## src/rtl/fwrisc_uart_tx.sv

```systemverilog
// fwrisc_uart_tx: byte FIFO feeding an 8N1 UART serialiser on the 'tx' pin.
module fwrisc_uart_tx #(
  parameter int unsigned CLK_FREQ_HZ = 50_000_000,
  parameter int unsigned BAUD        = 115200,
  parameter int unsigned FIFO_DEPTH  = 16,
  localparam int unsigned CW         = $clog2(FIFO_DEPTH + 1)
) (
  input  logic          clock,
  input  logic          reset,
  input  logic          wr_valid,
  input  logic [7:0]    wr_data,
  output logic          wr_ready,
  output logic          tx,
  output logic          busy,
  output logic [CW-1:0] fifo_count
);

  localparam int unsigned DIV = CLK_FREQ_HZ / BAUD;
  localparam int unsigned BCW = (DIV > 2) ? $clog2(DIV) : 1;
  localparam int unsigned AW  = (FIFO_DEPTH > 2) ? $clog2(FIFO_DEPTH) : 1;

  // Reject parameter sets the counters and pointer wrap cannot support.
  if (DIV < 2) begin : g_div_check
    $error("fwrisc_uart_tx: CLK_FREQ_HZ/BAUD must be at least 2");
  end
  if ((FIFO_DEPTH < 2) || ((FIFO_DEPTH & (FIFO_DEPTH - 1)) != 0)) begin : g_depth_check
    $error("fwrisc_uart_tx: FIFO_DEPTH must be a power of two >= 2");
  end

  typedef enum logic [1:0] {
    IDLE  = 2'd0,
    START = 2'd1,
    DATA  = 2'd2,
    STOP  = 2'd3
  } state_t;

  state_t          state, state_d;
  logic [BCW-1:0]  baud, baud_d;
  logic [2:0]      bit_idx, bit_idx_d;
  logic [7:0]      shift, shift_d;
  logic            tx_d;
  logic            pop;
  logic            push;
  logic            fifo_empty;
  logic            fifo_full;
  logic            baud_end;

  logic [7:0]      mem [FIFO_DEPTH];
  logic [AW-1:0]   wr_ptr;
  logic [AW-1:0]   rd_ptr;
  logic [7:0]      head;

  assign fifo_empty = (fifo_count == '0);
  assign fifo_full  = (fifo_count == CW'(FIFO_DEPTH));
  assign wr_ready   = reset && !fifo_full;
  assign push       = wr_valid && wr_ready;
  assign busy       = (state != IDLE) || !fifo_empty;
  assign head       = mem[rd_ptr];
  assign baud_end   = (baud == BCW'(DIV - 1));

  // Byte storage; contents need no reset since the pointers gate every read.
  always_ff @(posedge clock) begin
    if (push) begin
      mem[wr_ptr] <= wr_data;
    end
  end

  // FIFO pointers and occupancy; simultaneous push and pop leave the count unchanged.
  always_ff @(posedge clock or negedge reset) begin
    if (!reset) begin
      wr_ptr     <= '0;
      rd_ptr     <= '0;
      fifo_count <= '0;
    end else begin
      if (push) wr_ptr <= wr_ptr + AW'(1);
      if (pop)  rd_ptr <= rd_ptr + AW'(1);
      case ({push, pop})
        2'b10:   fifo_count <= fifo_count + CW'(1);
        2'b01:   fifo_count <= fifo_count - CW'(1);
        default: fifo_count <= fifo_count;
      endcase
    end
  end

  // Serialiser state register; tx idles high and returns high on reset.
  always_ff @(posedge clock or negedge reset) begin
    if (!reset) begin
      state   <= IDLE;
      baud    <= '0;
      bit_idx <= '0;
      shift   <= '0;
      tx      <= 1'b1;
    end else begin
      state   <= state_d;
      baud    <= baud_d;
      bit_idx <= bit_idx_d;
      shift   <= shift_d;
      tx      <= tx_d;
    end
  end

  // Next state: each bit lasts DIV clocks; the stop bit chains straight into the next start.
  always_comb begin
    state_d   = state;
    baud_d    = baud + BCW'(1);
    bit_idx_d = bit_idx;
    shift_d   = shift;
    tx_d      = tx;
    pop       = 1'b0;
    case (state)
      IDLE: begin
        baud_d = '0;
        tx_d   = 1'b1;
        if (!fifo_empty) begin
          pop     = 1'b1;
          shift_d = head;
          tx_d    = 1'b0;
          state_d = START;
        end
      end
      START: begin
        if (baud_end) begin
          baud_d    = '0;
          tx_d      = shift[0];
          bit_idx_d = '0;
          state_d   = DATA;
        end
      end
      DATA: begin
        if (baud_end) begin
          baud_d = '0;
          if (bit_idx == 3'd7) begin
            tx_d    = 1'b1;
            state_d = STOP;
          end else begin
            shift_d   = {1'b0, shift[7:1]};
            tx_d      = shift[1];
            bit_idx_d = bit_idx + 3'd1;
          end
        end
      end
      STOP: begin
        if (baud_end) begin
          baud_d = '0;
          if (!fifo_empty) begin
            pop     = 1'b1;
            shift_d = head;
            tx_d    = 1'b0;
            state_d = START;
          end else begin
            tx_d    = 1'b1;
            state_d = IDLE;
          end
        end
      end
      default: begin
        baud_d  = '0;
        tx_d    = 1'b1;
        state_d = IDLE;
      end
    endcase
  end

endmodule

```

## config.mk

```make
export PLATFORM = sky130hd
export DESIGN_NAME = fwrisc_uart_tx
export DESIGN_NICKNAME = d
export VERILOG_FILES = /design/src/rtl/fwrisc_uart_tx.sv
export SDC_FILE = /design/constraint.sdc
export NUM_CORES = 1
export LEC_CHECK = 0
export CAP_MARGIN = 20
export CELL_PAD_IN_SITES_DETAIL_PLACEMENT = 2
export CELL_PAD_IN_SITES_GLOBAL_PLACEMENT = 2
export CORE_MARGIN = 3
export CORE_UTILIZATION = 46
export DETAILED_ROUTE_END_ITERATION = 8
export GPL_TIMING_DRIVEN = 0
export PLACE_DENSITY_LB_ADDON = 0.05
export SYNTH_ARGS = -nofsm -noshare
export SYNTH_HDL_FRONTEND = slang
export SYNTH_SLANG_ARGS = --single-unit
export TNS_END_PERCENT = 30
```

## constraint.sdc

```tcl
create_clock -name clock -period 3.3 [get_ports clock]
set_input_delay 0.495 -clock clock [delete_from_list [all_inputs] [get_ports clock]]
set_output_delay 0.495 -clock clock [all_outputs]
set_load 0.03 [all_outputs]
```

Word-level counts from Yosys, hierarchy flattened
Memory sizes are Yosys's and may differ from the RTL's.
Index checks and enable logic that the tools add are counted.
Cells by class
  add/subtract/negate cells: 6
  equal/unequal tests: 14
  multiplexer cells: 30
  reductions and logical operators: 16
Operators with widths (count)
  two-way mux 8 bit: 4
  one-hot mux 8 bit (3 select lines): 1
  one-hot mux 9 bit (2 select lines): 1
  inequality test 2 bit, second input constant: 6
  two-way mux 1 bit: 10
  two-way mux 2 bit: 5
  one-hot mux 5 bit (2 select lines): 1
  adder 9 x 1 -> 9 bit, second input constant: 1
  equality test 9 bit, second input constant: 1
  two-way mux 3 bit: 3
  two-way mux 9 bit: 1
  adder 4 x 1 -> 4 bit, second input constant: 2
  one-hot mux 2 bit (4 select lines): 1
  AND reduction 4 bit: 2
  equality test 2 bit, second input constant: 3
  one-hot mux 3 bit (2 select lines): 1
  nonzero test 2 bit: 3
  adder 5 x 1 -> 5 bit, second input constant: 1
  equality test 5 bit, second input constant: 1
  zero test 5 bit: 1
  AND reduction 5 bit: 1
  subtractor 5 x 1 -> 5 bit, second input constant: 1
  equality test 2 x 1 -> 1 bit, second input constant: 2
  one-hot mux 1 bit (4 select lines): 1
  10 further kinds: 12
Word-level totals
  register bits after elaboration: 36
  memory bits (writable): 128
  input port bits: 11
  output and inout bits: 8
  memories: 1
Memories
  mem: words 16, width 8, rd ports 1, clocked after Yosys merged registers in 0, wr ports 1, RTL line 48  | logic [7:0] mem [FIFO_DEPTH];

Depth between registers and ports, before layout
  word-level depth: 6
  depth in mapped cells: 12
  mapped depth without buffers: 12

Worst setup path after synthesis
Ideal clock, no wire load.
  kind: flip-flop to flip-flop
  start point: register fifo_count[0]
  end point: register fifo_count[4]
  library setup time: 0.123 ns
  data arrival time: 2.905 ns
  slack: 0.273 ns
  cell stages (with the launch flop): 13
  cell sequence: dfrtp_1 > or3_1 > o31a_1 > and2_1 > buf_2 > inv_2 > ha_1 > ha_1 > a21o_1 > a21oi_1 > xor2_1 > nor2_1 > xnor2_1
Between the ends
  word-level cells in the longest chain between the ends: 6
  elaborated cells on any way between the ends: 14
  those cells by class: add/sub (2); eq/ne (3); mux (4); reduce/logical (5)
Ends and longest elaborated chain
  start, declared: RTL line 15  | output logic [CW-1:0] fifo_count
  start signal, assigned: RTL line 78  | 2'b10: fifo_count <= fifo_count + CW'(1);
  start signal, assigned: RTL line 79  | 2'b01: fifo_count <= fifo_count - CW'(1);
  start signal, assigned: RTL line 80  | default: fifo_count <= fifo_count;
  equality test 5 bit *: RTL line 54  | assign fifo_full = (fifo_count == CW'(FIFO_DEPTH));
  zero test 1 bit *: RTL line 55  | assign wr_ready = reset && !fifo_full;
  logical AND 1 bit *: RTL line 55
  net wr_ready: RTL line 12  | output logic wr_ready,
  logical AND 1 bit *: RTL line 56  | assign push = wr_valid && wr_ready;
  equality test 2 x 1 -> 1 bit / equality test 2 bit (equally long branches): RTL line 77  | case ({push, pop})
  one-hot mux 5 bit (2 select lines) / nonzero test 2 bit (equally long branches)
Mark *: on every way through the listed nets, which the timed path passes. The rest lies on a longest branch.
A chain may end at the register's enable or synchronous reset.

Worst setup path after layout
  start point: register fifo_count[0]
  end point: register fifo_count[4]
Between the ends
  word-level cells in the longest chain between the ends: 6
  elaborated cells on any way between the ends: 14
  those cells by class: add/sub (2); eq/ne (3); mux (4); reduce/logical (5)
Ends and longest elaborated chain (RTL line)
  zero test 5 bit / equality test 5 bit (equally long branches): 53, 54
  two-way mux 1 bit / zero test 1 bit (equally long branches): 114, 145, 55
  two-way mux 1 bit / logical AND 1 bit (equally long branches): 143, 55
  one-hot mux 1 bit (2 select lines) / logical AND 1 bit (equally long branches): 110, 56
  equality test 2 x 1 -> 1 bit / equality test 2 bit (equally long branches): 77
  one-hot mux 5 bit (2 select lines) / nonzero test 2 bit (equally long branches)
Several ways; a longest one is shown, not always the timed one.

==> impl_metrics.env <==
export IMPL_max_freq_mhz=323
export IMPL_start_kind="flip-flop"
export IMPL_grtUsageTotal=0.227
export IMPL_yosys_warnings=0
export IMPL_netlist_top_cells_area="edfxtp_1, dfrtp_1, mux4_2"
export IMPL_cts_tree="done"
export IMPL_grt_pass1_wl_mm=27.0
export IMPL_setup_viol=0
export IMPL_clockRootBuffer="clkbuf_16"
export IMPL_leakage_nw=2.76
export IMPL_wl_per_cell_um=26.6
export IMPL_dieWidth_um=129
export IMPL_netlist_instances=426
export IMPL_ys_ff_latch=164
export IMPL_hold_buffers=0
export IMPL_drt_first_pass_iters=4
export IMPL_synthFlopType="edfxtp_1"
export IMPL_antenna_found_initial=0
export IMPL_tightest_slew_ps=675
export IMPL_powerDensity_mw_per_mm2=628
export IMPL_synth_top_area_cell="edfxtp_1"
export IMPL_io_pins=19
export IMPL_synth_edf_count=128
export IMPL_ant_nets=0
export IMPL_fin_crit_sh=0.937
export IMPL_fin_skew_ps=10.2
export IMPL_clkSlewWorstSetupHoldPaths_ps=70
export IMPL_clkSinkCount=164
export IMPL_synthDistinctLibCells=51
export IMPL_slew_viol_final=0
export IMPL_seq_area_frac_synth=0.683
export IMPL_overflow=0
export IMPL_synth_area_per_cell_sq_um=16.3
export IMPL_drcViolationCount=0
export IMPL_hold_class="in -> async"
export IMPL_drive_above_1_share=0.155
export IMPL_synth_nets=456
export IMPL_endpoint_kind="flip-flop"
export IMPL_synth_cell_area_sq_mm=0.00695
export IMPL_synth_top_area_frac=0.553
export IMPL_worstPathArrival_ps=3420
export IMPL_setup_ws_ps=208
export IMPL_grt_max_degree=38
export IMPL_critPathKind="reg -> reg"
export IMPL_port_buffers=18
export IMPL_core_area_sq_mm=0.0146
export IMPL_hold_violations=0
export IMPL_run_status="completed"
export IMPL_rsz0062_at_grt="no"
export IMPL_nNetsFinal=493
export IMPL_layout_min_cycle_time_ps=3090
export IMPL_maxCapViolCount=0
export IMPL_dp_slack_ps=-270
export IMPL_ctsLongestPathBuffers=2
export IMPL_ys_async_sr_fraction=0.220
export IMPL_syn2layout_area_growth_pct=14.5
export IMPL_final_util=0.544
export IMPL_worstPathMaxFanout=7
export IMPL_first_global_vias=4226
export IMPL_relSlewSlack=0.550
export IMPL_finalWeightedCongestion=0.806
export IMPL_cts_resized=0
export IMPL_diodes=0
export IMPL_dp_hpwl_mm=11.8
export IMPL_drt_iter0_markers=237
export IMPL_vias=3843
export IMPL_clk_latency_ps=440
export IMPL_rows=44
export IMPL_die_area_sq_mm=0.0166
export IMPL_initial_core_util=0.475
export IMPL_ir_drop_v=0.000549
export IMPL_cts_buffers_inserted=17
export IMPL_wirelength_mm=17.6
export IMPL_cp_required_ps=3630
export IMPL_die_h_um=129
export IMPL_vias_per_cell=5.82
export IMPL_cts_setup_buffers=0
export IMPL_ctsHtreeMaxLevel=4
-- report_power, final --
group	internal (mW)	switching [mW]
logic	0.205	0.324
registers	2.37	0.107
clock network	1.03	0.965
-- sequential cells by signal, indices dropped and copies added, names as in the netlist --
register and cells:
tx 1, shift 8, wr_ptr 4, rd_ptr 4, state 2, fifo_count 5
bit_idx 3, baud 9, mem 128
-- synth_stat cells, drive strengths merged (6+ instances only) --
cell type    n
o22ai        6
inv         11
edfxtp     128
o21ai        9
dfrtp       35
xor2         6
nor3         6
buf         11
o21a         6
nor2        19
and2        18
nand3        6
nand2       21
xnor2       11
ha          18
a22oi       12
mux2i       25
a21oi       11
mux4        21
o311ai       6
-- critical path: stages, from the launching register on --
cell and delay, ps:
dfrtp_1 460, or3_1 430, o31a_1 280, and2_1 170
buf_2 170, inv_2 100, ha_1 300, ha_1 320
a21o_1 170, a21oi_1 190, xor2_1 160, nor2_1 70
xnor2_1 140
-- path summary, 6_finish.rpt --
kind | cells past startpoint | end | from | slack [ps]
min in group clock | 2 | tx$_DFFE_PN1P_ | tx$_DFFE_PN1P_ | 510
worst min-delay path | 1 | baud[4]$_DFF_PN0_ | reset | 60
worst max register to register | 12 | fifo_count[4]$_DFFE_PN0P_ | fifo_count[0]$_DFFE_PN0P_ | 210
worst max-delay path | 12 | fifo_count[4]$_DFFE_PN0P_ | fifo_count[0]$_DFFE_PN0P_ | 210
max in group asynchronous | 1 | shift[5]$_DFFE_PN0P_ | reset | 2850
worst min register to register | 2 | tx$_DFFE_PN1P_ | tx$_DFFE_PN1P_ | 510
-- cell families (layout without fill, tap and decap cells) --
group	after synthesis	in the layout	synth area share
buffers and inverters	27	77	0.0196
xor gates and xnor gates	17	17	0.0214
muxes	51	51	0.114
DFF	164	164	0.683
and+or+nand+nor	85	85	0.0637
adders and majority gates	19	19	0.0353
AOI/OAI and AO/OA	63	63	0.0627
-- final cells by class --
| cell class | instances | area [sq um] |
|---|---|---|
| Buffer | 16 | 95.1 |
| Clock buffer | 17 | 425 |
| Clock inverter | 15 | 173 |
| Fill cell | 1303 | 6680 |
| Inverter | 11 | 41.3 |
| Multi-Input combinational cell | 235 | 2070 |
| Sequential cell | 164 | 4750 |
| Tap cell | 184 | 230 |
| Timing Repair Buffer | 18 | 178 |
-- per-layer routing --
metal  wire length [um]  track usage  share of wire  vias up
met2               9110        0.391           0.52       69
met4                269       0.0649          0.015        0
met5                  0            0              0        -
met3                646       0.0419          0.037       27
li1                   -            -              -     1724
met1               7540        0.296           0.43     2023
-- layout by cell type (no fill, tap or decap), types with 3 or more instances in the layout --
cell / n
inv_1: 10
nand3_1: 6
o22ai_1: 6
ha_1: 18
o21a_1: 6
nor2b_1: 3
o311ai_0: 6
mux4_1: 4
clkinv_8: 3
mux2i_1: 25
xnor2_1: 11
edfxtp_1: 128
and2_1: 18
nor2_1: 19
mux4_2: 17
clkdlybuf4s50_1: 17
buf_2: 7
nor3_1: 3
or3_1: 3
a21oi_1: 11
clkbuf_16: 17
nand2_1: 21
dfrtp_1: 35
o21ai_0: 9
xor2_1: 6
mux2_2: 5
inv_8: 8
a22oi_1: 12
inv_6: 3
clkbuf_1: 4
-- stage by stage --
step           hold slack (ps)  cells  cell area, sq um  total power, mW  setup TNS (ps)
2_1_floorplan              199    426              6950             2.80               0
3_3_place_gp               470    628              7360             3.00         -112050
3_5_place_dp               494    628              7350             3.05            -490
4_1_cts                    221    660              7950             5.04               0
5_1_grt                   99.5    660              7960             5.18               0
6_report                  57.9    660              7960             5.00               0
Note: power is estimated with default switching activity, not from simulation.
